$ cat config.mk
export PLATFORM = sky130hd
export DESIGN_NAME = divider_unit_flat
export DESIGN_NICKNAME = d
export VERILOG_FILES = /design/src/rtl/divider_if.sv /design/src/rtl/divider_unit.sv /design/src/flat_wrapper.sv
export SDC_FILE = /design/constraint.sdc
export NUM_CORES = 1
export LEC_CHECK = 0
export CAP_MARGIN = 20
export CORE_MARGIN = 2
export CORE_UTILIZATION = 40
export DETAILED_ROUTE_END_ITERATION = 7
export SETUP_SLACK_MARGIN = 0.3
export SLEW_MARGIN = 0
export SYNTH_ARGS = -nofsm -noshare
export SYNTH_HDL_FRONTEND = slang
export SYNTH_SLANG_ARGS = --single-unit
export TNS_END_PERCENT = 5
$ cat constraint.sdc
create_clock -name clk -period 4.1 [get_ports clk]
set_clock_uncertainty 0.2 [all_clocks]
set_input_delay 0.41 -clock clk [delete_from_list [all_inputs] [get_ports clk]]
set_output_delay 0.41 -clock clk [all_outputs]
set_load 0.01 [all_outputs]
$ cat src/rtl/divider_if.sv
// Request/response bundle between the execute stage and the divide/remainder unit.
// The execute stage drives the master modport; divider_unit takes the slave modport.
interface divider_if #(
  parameter int WIDTH = 32
) ();
  logic             start;
  logic [1:0]       op;
  logic [WIDTH-1:0] A;
  logic [WIDTH-1:0] B;
  logic             flush;
  logic [WIDTH-1:0] Result;
  logic             busy;
  logic             done;
  logic             DivByZero;

  modport master (
    output start, op, A, B, flush,
    input  Result, busy, done, DivByZero
  );

  modport slave (
    input  start, op, A, B, flush,
    output Result, busy, done, DivByZero
  );
endinterface

$ cat src/rtl/divider_unit.sv
// RV32M DIV/DIVU/REM/REMU unit using a radix-2 restoring loop, one quotient bit per cycle.
// Optional macro DIV_EARLY_OUT_EN: divide-by-zero and signed overflow complete one cycle after start.
module divider_unit #(
  parameter int WIDTH = 32
) (
  input  logic      clk,
  input  logic      rst,
  divider_if.slave  bus
);
  localparam int               CNT_W    = $clog2(WIDTH + 1);
  localparam logic [WIDTH-1:0] ALL_ONES = {WIDTH{1'b1}};
  localparam logic [WIDTH-1:0] MIN_NEG  = {1'b1, {(WIDTH-1){1'b0}}};

  typedef enum logic [1:0] {
    IDLE = 2'd0,
    CALC = 2'd1,
    FIX  = 2'd2,
    DONE = 2'd3
  } state_t;

  state_t           state_q;
  logic [1:0]       op_q;
  logic [WIDTH-1:0] a_q;
  logic [WIDTH-1:0] bmag_q;
  logic [WIDTH-1:0] dvd_q;
  logic [WIDTH:0]   rem_q;
  logic             qneg_q;
  logic             rneg_q;
  logic             bzero_q;
  logic             ovf_q;
  logic [CNT_W-1:0] cnt_q;
  logic [WIDTH-1:0] result_q;
  logic             busy_q;
  logic             done_q;
  logic             dbz_q;

  logic             is_signed_d;
  logic             a_neg_d;
  logic             b_neg_d;
  logic             b_zero_d;
  logic             ovf_d;
  logic             early_d;
  logic [WIDTH-1:0] a_mag_d;
  logic [WIDTH-1:0] b_mag_d;
  logic [WIDTH:0]   rem_shift_d;
  logic [WIDTH:0]   trial_d;
  logic [WIDTH-1:0] sel_d;
  logic [WIDTH-1:0] fix_res_d;

  function automatic logic [WIDTH-1:0] negate(input logic [WIDTH-1:0] v);
    return (~v) + {{(WIDTH-1){1'b0}}, 1'b1};
  endfunction

  // Architecturally fixed results: divide-by-zero first, otherwise signed overflow.
  function automatic logic [WIDTH-1:0] special_result(input logic [1:0] op,
                                                      input logic [WIDTH-1:0] a,
                                                      input logic bzero);
    logic [WIDTH-1:0] r;
    if (bzero) begin
      r = op[1] ? a : ALL_ONES;
    end else begin
      r = op[1] ? {WIDTH{1'b0}} : MIN_NEG;
    end
    return r;
  endfunction

  // Operand decode at request time: magnitudes, sign flags and special-case detection.
  always_comb begin
    is_signed_d = ~bus.op[0];
    a_neg_d     = is_signed_d & bus.A[WIDTH-1];
    b_neg_d     = is_signed_d & bus.B[WIDTH-1];
    a_mag_d     = a_neg_d ? negate(bus.A) : bus.A;
    b_mag_d     = b_neg_d ? negate(bus.B) : bus.B;
    b_zero_d    = (bus.B == {WIDTH{1'b0}});
    ovf_d       = is_signed_d & (bus.A == MIN_NEG) & (bus.B == ALL_ONES);
`ifdef DIV_EARLY_OUT_EN
    early_d     = b_zero_d | ovf_d;
`else
    early_d     = 1'b0;
`endif
  end

  // One restoring step plus the sign/special fix-up applied in FIX.
  always_comb begin
    rem_shift_d = {rem_q[WIDTH-1:0], dvd_q[WIDTH-1]};
    trial_d     = rem_shift_d - {1'b0, bmag_q};
    sel_d       = op_q[1] ? rem_q[WIDTH-1:0] : dvd_q;
    if (bzero_q | ovf_q) begin
      fix_res_d = special_result(op_q, a_q, bzero_q);
    end else begin
      fix_res_d = (op_q[1] ? rneg_q : qneg_q) ? negate(sel_d) : sel_d;
    end
  end

  // Control FSM and datapath registers; rst beats flush beats start.
  always_ff @(posedge clk) begin
    if (!rst) begin
      state_q  <= IDLE;
      op_q     <= 2'b00;
      a_q      <= {WIDTH{1'b0}};
      bmag_q   <= {WIDTH{1'b0}};
      dvd_q    <= {WIDTH{1'b0}};
      rem_q    <= {(WIDTH+1){1'b0}};
      qneg_q   <= 1'b0;
      rneg_q   <= 1'b0;
      bzero_q  <= 1'b0;
      ovf_q    <= 1'b0;
      cnt_q    <= {CNT_W{1'b0}};
      result_q <= {WIDTH{1'b0}};
      busy_q   <= 1'b0;
      done_q   <= 1'b0;
      dbz_q    <= 1'b0;
    end else if (bus.flush) begin
      state_q <= IDLE;
      busy_q  <= 1'b0;
      done_q  <= 1'b0;
    end else begin
      case (state_q)
        IDLE, DONE: begin
          done_q <= 1'b0;
          if (bus.start) begin
            op_q    <= bus.op;
            a_q     <= bus.A;
            bmag_q  <= b_mag_d;
            dvd_q   <= a_mag_d;
            rem_q   <= {(WIDTH+1){1'b0}};
            qneg_q  <= a_neg_d ^ b_neg_d;
            rneg_q  <= a_neg_d;
            bzero_q <= b_zero_d;
            ovf_q   <= ovf_d;
            cnt_q   <= CNT_W'(WIDTH);
            if (early_d) begin
              state_q  <= DONE;
              result_q <= special_result(bus.op, bus.A, b_zero_d);
              dbz_q    <= b_zero_d;
              done_q   <= 1'b1;
              busy_q   <= 1'b0;
            end else begin
              state_q <= CALC;
              busy_q  <= 1'b1;
            end
          end else begin
            state_q <= IDLE;
          end
        end
        CALC: begin
          // A clear top bit means the trial subtraction did not borrow.
          if (!trial_d[WIDTH]) begin
            rem_q <= trial_d;
            dvd_q <= {dvd_q[WIDTH-2:0], 1'b1};
          end else begin
            rem_q <= rem_shift_d;
            dvd_q <= {dvd_q[WIDTH-2:0], 1'b0};
          end
          cnt_q <= cnt_q - CNT_W'(1);
          if (cnt_q == CNT_W'(1)) begin
            state_q <= FIX;
          end else begin
            state_q <= CALC;
          end
        end
        FIX: begin
          result_q <= fix_res_d;
          dbz_q    <= bzero_q;
          done_q   <= 1'b1;
          busy_q   <= 1'b0;
          state_q  <= DONE;
        end
        default: begin
          state_q <= IDLE;
          busy_q  <= 1'b0;
          done_q  <= 1'b0;
        end
      endcase
    end
  end

  assign bus.Result    = result_q;
  assign bus.busy      = busy_q;
  assign bus.done      = done_q;
  assign bus.DivByZero = dbz_q;
endmodule

$ cat src/flat_wrapper.sv
// flat-port wrapper written by rule: the top's interface ports become plain ports
module divider_unit_flat 
#(
  parameter int WIDTH = 32
)
  (clk, rst, bus_start, bus_op, bus_A, bus_B, bus_flush, bus_Result, bus_busy, bus_done, bus_DivByZero);
  divider_if #(.WIDTH(WIDTH)) bus_i ();
  input  logic clk;
  input  logic rst;
  input wire logic [$bits(bus_i.start)-1:0] bus_start;
  input wire logic [$bits(bus_i.op)-1:0] bus_op;
  input wire logic [$bits(bus_i.A)-1:0] bus_A;
  input wire logic [$bits(bus_i.B)-1:0] bus_B;
  input wire logic [$bits(bus_i.flush)-1:0] bus_flush;
  output wire logic [$bits(bus_i.Result)-1:0] bus_Result;
  output wire logic [$bits(bus_i.busy)-1:0] bus_busy;
  output wire logic [$bits(bus_i.done)-1:0] bus_done;
  output wire logic [$bits(bus_i.DivByZero)-1:0] bus_DivByZero;
  assign bus_i.start = bus_start;
  assign bus_i.op = bus_op;
  assign bus_i.A = bus_A;
  assign bus_i.B = bus_B;
  assign bus_i.flush = bus_flush;
  assign bus_Result = bus_i.Result;
  assign bus_busy = bus_i.busy;
  assign bus_done = bus_i.done;
  assign bus_DivByZero = bus_i.DivByZero;
  divider_unit #(.WIDTH(WIDTH)) u_core (.clk(clk), .rst(rst), .bus(bus_i));
endmodule
==> results.yml, run 1 <==
final_layout:
  syn2layout_area_growth_pct: 17.39
  fillers: 2932
  drive_gt1_frac: 0.06168
  nets: 1623
  diodes: 0
setup_path:
  crit_type: "reg -> reg"
  cp.required_ns: 4.22
  crit_start: "u_core.dvd_q[31]"
  start_kind: "register"
  crit_arrival_ns: 3.58
  crit_path_max_fanout: 26
  r2r-start: "u_core.dvd_q[31]"
  end_kind: "register"
route:
  drtAntennaViolNets: 0
  firstDrtPassIters: 5
  dr.first_iter.drc_count: 827
  route.detailed.drc: 0
  routed_wl_mm: 33.63
  wl_met3_mm: 1.393
  route.top_layer_used: "met4"
  wl_met1_mm: 16.14
  vias_per_cell: 5.570
  met2_length_mm: 15.31
  avgRoutedWirePerCell_um: 17.62
  num_vias: 10630
floorplan:
  start_util: 0.4035
  core_mm2: 0.02855
  die_h_um: 173.7
  dieArea_mm2: 0.03017
  ios: 105
  row_count: 62
  die_x_um: 173.7
outcome:
  outcome: "finished clean"
power:
  finalPower_mw: 4.297
  vdd_ir_drop_max_uv: 318.5
  power.leakage_nw: 4.958
  p_per_area_mw_per_mm2: 317.8
clock_network:
  numCtsBuffers: 17
  hold_buffers: 0
  clk_latency_ns: 0.45
  cts_setup_buffers: 0
  cts_tree: "done"
  clkTransAtPathRegs_ns: 0.08
  cts-root-buf: "clkbuf_16"
  cts_buffer_depth: 2
  cts_resized: 0
  cts-htree-levels: 4
  cts_sinks: 176
timing:
  maxSlewViolCount: 0
  tightest_slew_ns: 0.7931
  setup-violations-final: 0
  period_share: 0.8441
  slew_headroom: 0.4713
  period_needed_ns: 3.461
  tns_ns: 0
  fmax_mhz: 289.0
  finalHoldViolations: 0
  rsz0062_at_grt: "false"
  postLayoutSetupSlackWorst_ns: 0.6393
global_routing:
  grt.total_usage: 0.2189
  antenna_found_initial: 0
  overflow: 0
  grt_max_degree: 81
  grt_pass1_wl_mm: 53.07
  grt_pass1_vias: 9616
synthesis:
  synth_cells: 1446
  ys_seq_elements: 176
  syn_area_per_cell_um2: 7.967
  synth_seq_area_share: 0.3059
  synth-main-ff-cell: "dfxtp_1"
  ys_types: 73
  yosys_warnings: 0
  syn_nets: 1558
  postSynth.asyncResetShare: 0
  synth_edf_count: 0
  syn_area_mm2: 0.01152
placed_design:
  gp_congestion: 0.8587
  hpwlAfterDp_mm: 24.74
  portBuffers: 104
  pre_cts_ws_ns: 0.4886
hold_path:
  min_from: "u_core.a_q[21]"
  hold_class: "reg -> reg"
run:
  cap_viol_max_count: 0
==> power breakdown <==
part           switching (mW)  internal, mW
Sequential             0.0518          1.77
Clock                   0.833         0.820
Combinational           0.472         0.347
==> cells in the mapped netlist, types with 9 or more instances <==
library cell,instances,area share
nand4_1,11,0.0060
or3_1,30,0.016
inv_1,56,0.018
a21oi_1,88,0.038
dfxtp_1,176,0.31
o21ai_1,29,0.013
nor4_1,12,0.0065
clkbuf_1,72,0.023
mux2i_1,60,0.052
a21boi_0,43,0.028
nand2_1,192,0.063
xor2_1,61,0.046
o21a_1,9,0.0059
nor2b_1,44,0.024
nand3_1,18,0.0078
nor2_1,77,0.025
a221oi_1,35,0.027
ha_1,41,0.045
xnor2_1,56,0.043
a31oi_1,11,0.0060
and3_1,12,0.0065
o21ai_0,88,0.038
a21o_1,12,0.0078
o31ai_1,12,0.0078
nor3_1,34,0.015
o211ai_1,31,0.020
nand2b_1,11,0.0060
o211a_1,26,0.023
==> state kept, by name, indices dropped and copies added, names as in the netlist, 2 cells and up <==
| register | cells |
|---|---|
| u_core.state_q | 2 |
| u_core.rem_q | 32 |
| u_core.bmag_q | 32 |
| u_core.a_q | 32 |
| u_core.bus.Result | 32 |
| u_core.dvd_q | 32 |
| u_core.cnt_q | 6 |
==> kinds of logic (layout without fill, tap and decap cells) <==
family,count (synthesis),after routing,synth area share
muxes,65,65,0.05702
adders and majority gates,42,42,0.04627
xor gates and xnor gates,118,118,0.09134
buffers and inverters,146,224,0.05203
AOI/OAI and AO/OA,426,426,0.2479
and+or+nand+nor,473,473,0.1996
DFF,176,176,0.3059
==> area by class of cell <==
cell class              instances  area, µm²  area share
multi-input cells            1124       7418      0.5486
flip-flops and latches        176       3525      0.2606
repair buffers                136       1304     0.09641
well taps                     384      480.5     0.03553
clock buffers                  17      425.4     0.03146
inverters                      56      210.2     0.01554
clock inverters                15      160.2     0.01184
==> layer usage <==
| metal | vias up | global-route usage |
|---|---|---|
| met1 | 5061 | 0.3045 |
| met5 | - | 0 |
| met4 | 0 | 0.06933 |
| met3 | 40 | 0.03202 |
| li1 | 5289 | - |
| met2 | 238 | 0.3497 |
==> cell usage in the layout, fill, tap and decap left out, types with 17 or more instances in the layout <==
cell type,count
buf_4,31
inv_1,56
xnor2_1,56
ha_1,41
clkdlybuf4s50_1,103
mux2i_1,60
o21ai_1,29
nor2b_1,44
a21boi_0,43
nand2_1,192
or3_1,30
nor2_1,75
o211ai_1,31
nand3_1,18
nor3_1,33
o21ai_0,88
xor2_1,61
a221oi_1,35
clkbuf_16,17
dfxtp_1,175
a21oi_1,87
o211a_1,26
==> per-stage QoR <==
stage / util / instances / hold WS (ns) / instance area (µm²)
floorplan: - / 1446 / 0.2399 / 11520
global placement: 0.4532 / 1876 / 0.2476 / 12940
detailed placement: 0.4532 / 1876 / 0.2532 / 12940
CTS: 0.4737 / 1908 / 0.2641 / 13520
global route: 0.4737 / 1908 / 0.2801 / 13520
finish: 0.4737 / 1908 / 0.2637 / 13520
==> final timing paths <==
| path | end | slack (ns) | cells after the start |
|---|---|---|---|
| setup / recovery | u_core.rem_q[3] | 0.64 | 14 |
| hold / removal | u_core.a_q[21] | 0.26 | 2 |
| setup reg to reg | u_core.rem_q[3] | 0.64 | 14 |
| hold reg to reg | u_core.a_q[21] | 0.26 | 2 |
==> critical path: stages, from the launching register on <==
cell,delay [ns]
dfxtp_1,0.33
inv_1,0.07
ha_1,0.22
inv_1,0.07
fa_1,0.24
a211oi_1,0.11
o21ai_2,0.21
a31o_4,0.20
a31o_4,0.20
nand2_2,0.07
o41a_4,0.50
xnor2_4,0.33
buf_12,0.27
mux2i_1,0.21
o21ai_1,0.08
No activity file was read; power rests on OpenSTA's default activity.
==> run 2, diff against run 1 <==
- clock period: 4.1 -> 3.2 ns (I/O delays scaled with it)
==> run 2 against run 1 <==
Compared with the run above: non-clock buffer count up 73; cell area rose by 6.0%; first-iteration DRC count decreased by 2.2%; via count rose by 2.1%; final cell count rose by 3.8%; flip-flop and latch count stayed put; combinational power grew 40%.
==> results.yml, run 2 (same netlist as run 1, synthesis figures left out) <==
power:
  power.leakage_nw: 5.383
  vdd_ir_drop_max_uv: 372.8
  p_per_area_mw_per_mm2: 394.5
global_routing:
  grt_pass1_wl_mm: 55.39
  grt_pass1_vias: 10360
  overflow: 0
  grt_max_degree: 96
  grt.total_usage: 0.2282
  antenna_found_initial: 0
timing:
  tightest_slew_ns: 0.7033
  fmax_mhz: 333.4
  postLayoutSetupSlackWorst_ns: 0.2004
  slew_headroom: 0.5312
  maxSlewViolCount: 0
  period_share: 0.9374
  rsz0062_at_grt: "true"
  finalHoldViolations: 0
  setup-violations-final: 0
  period_needed_ns: 3.000
  tns_ns: 0
setup_path:
  start_kind: "register"
  crit_type: "reg -> reg"
  end_kind: "register"
  crit_path_max_fanout: 13
  crit_arrival_ns: 3.13
  cp.required_ns: 3.33
hold_path:
  hold_class: "in -> reg"
clock_network:
  numCtsBuffers: 17
  clk_latency_ns: 0.46
  cts_tree: "done"
  hold_buffers: 0
  cts_buffer_depth: 2
  cts-root-buf: "clkbuf_16"
  cts-htree-levels: 4
  clkTransAtPathRegs_ns: 0.08
  cts_sinks: 176
route:
  avgRoutedWirePerCell_um: 17.37
  dr.first_iter.drc_count: 809
  vias_per_cell: 5.477
  num_vias: 10850
  route.detailed.drc: 0
  routed_wl_mm: 34.41
  firstDrtPassIters: 6
  drtAntennaViolNets: 0
final_layout:
  layout_commonest_cell: "nand2_1"
  syn2layout_area_growth_pct: 24.40
  drive_gt1_frac: 0.1259
  final_cell_mix: "nand2_1 (190), dfxtp_1 (169), clkdlybuf4s50_1 (103)"
  diodes: 0
  postLayoutCoreUtil: 0.5020
  nets: 1696
  design_area_mm2: 0.01433
run:
  cap_viol_max_count: 0
placed_design:
  hpwlAfterDp_mm: 25.36
  gp_congestion: 0.8629
  portBuffers: 104
  placed_cell_area_mm2: 0.01347
  pre_cts_ws_ns: -0.02636
floorplan:
  row_count: 62
  die_x_um: 173.7
  start_util: 0.4035
  core_mm2: 0.02855
  ios: 105
  die_h_um: 173.7
  dieArea_mm2: 0.03017
outcome:
  outcome: "finished clean"
## run 2: cell count changes in the layout (fill, tap and decap cells not counted), sizes merged
cell | before | now
inv | 66 | 61
clkinvlp | 0 | 3
clkinv | 5 | 3
clkbuf | 17 | 19
bufinv | 0 | 2
buf | 33 | 106
## run 2: final timing paths
check | startpoint | to | slack [ns] | depth (start not counted)
setup / recovery | u_core.dvd_q[31] | u_core.rem_q[3] | 0.20 | 15
setup reg to reg | u_core.dvd_q[31] | u_core.rem_q[3] | 0.20 | 15
hold reg to reg | u_core.a_q[9] | u_core.a_q[9] | 0.26 | 2
hold / removal | rst | u_core.bmag_q[7] | 0.15 | 2
## run 2: power breakdown
| part | internal [mW] | switching [mW] | total (mW) |
|---|---|---|---|
| clock network | 1.21 | 0.963 | 2.17 |
| logic | 0.506 | 0.643 | 1.15 |
| registers | 2.27 | 0.0628 | 2.34 |
| total | 3.98 | 1.67 | 5.65 |
## run 2: layout make-up
type / instances / area, µm²
timing repair buffer: 209 / 1912
clock inverter: 13 / 148.9
inverter: 56 / 210.2
clock buffer: 19 / 452.9
sequential: 176 / 3535
multi-input combinational: 1124 / 7592
tap: 384 / 480.5
fill: 2810 / 14220
## run 2: timing repair
item                       CTS  global route
gates cloned                 1             0
setup buffers                8             0
gates resized for setup     15            23
setup endpoints to repair   41            56
pin swaps                    4             1
## run 2: routing by layer
| layer | track usage | up-vias | share of wire |
|---|---|---|---|
| met3 | 0.03531 | 34 | 0.045 |
| met4 | 0.07143 | 0 | 0.022 |
| met1 | 0.3120 | 5111 | 0.47 |
| met2 | 0.3700 | 262 | 0.46 |
| met5 | 0 | - | 0 |
| li1 | - | 5442 | - |
## run 2: through the flow
| step | std cells | hold slack [ns] | total power [mW] |
|---|---|---|---|
| after floorplan | 1446 | 0.2399 | 3.085 |
| after global placement | 1940 | 0.2469 | 3.475 |
| after detailed placement | 1940 | 0.2545 | 3.482 |
| after CTS | 1981 | 0.1256 | 5.667 |
| after global routing | 1981 | 0.1527 | 5.909 |
| final | 1981 | 0.1478 | 5.653 |
## run 2: critical path, cell delays in order (launching register included)
cell      delay (ns)
dfxtp_2         0.33
inv_2           0.08
ha_4            0.14
inv_2           0.04
fa_2            0.36
a211oi_2        0.24
o21ai_2         0.10
a31o_4          0.23
a31o_4          0.24
nand2_2         0.07
o41a_4          0.16
xnor2_4         0.13
buf_6           0.15
buf_12          0.16
mux2i_1         0.20
o21ai_1         0.07
==> run 3, diff against run 2 <==
- CTS_CLUSTER_SIZE: default -> 8
==> results of run 3 <==
No change in the layout: final DEF, timing and power equal those of run 2.
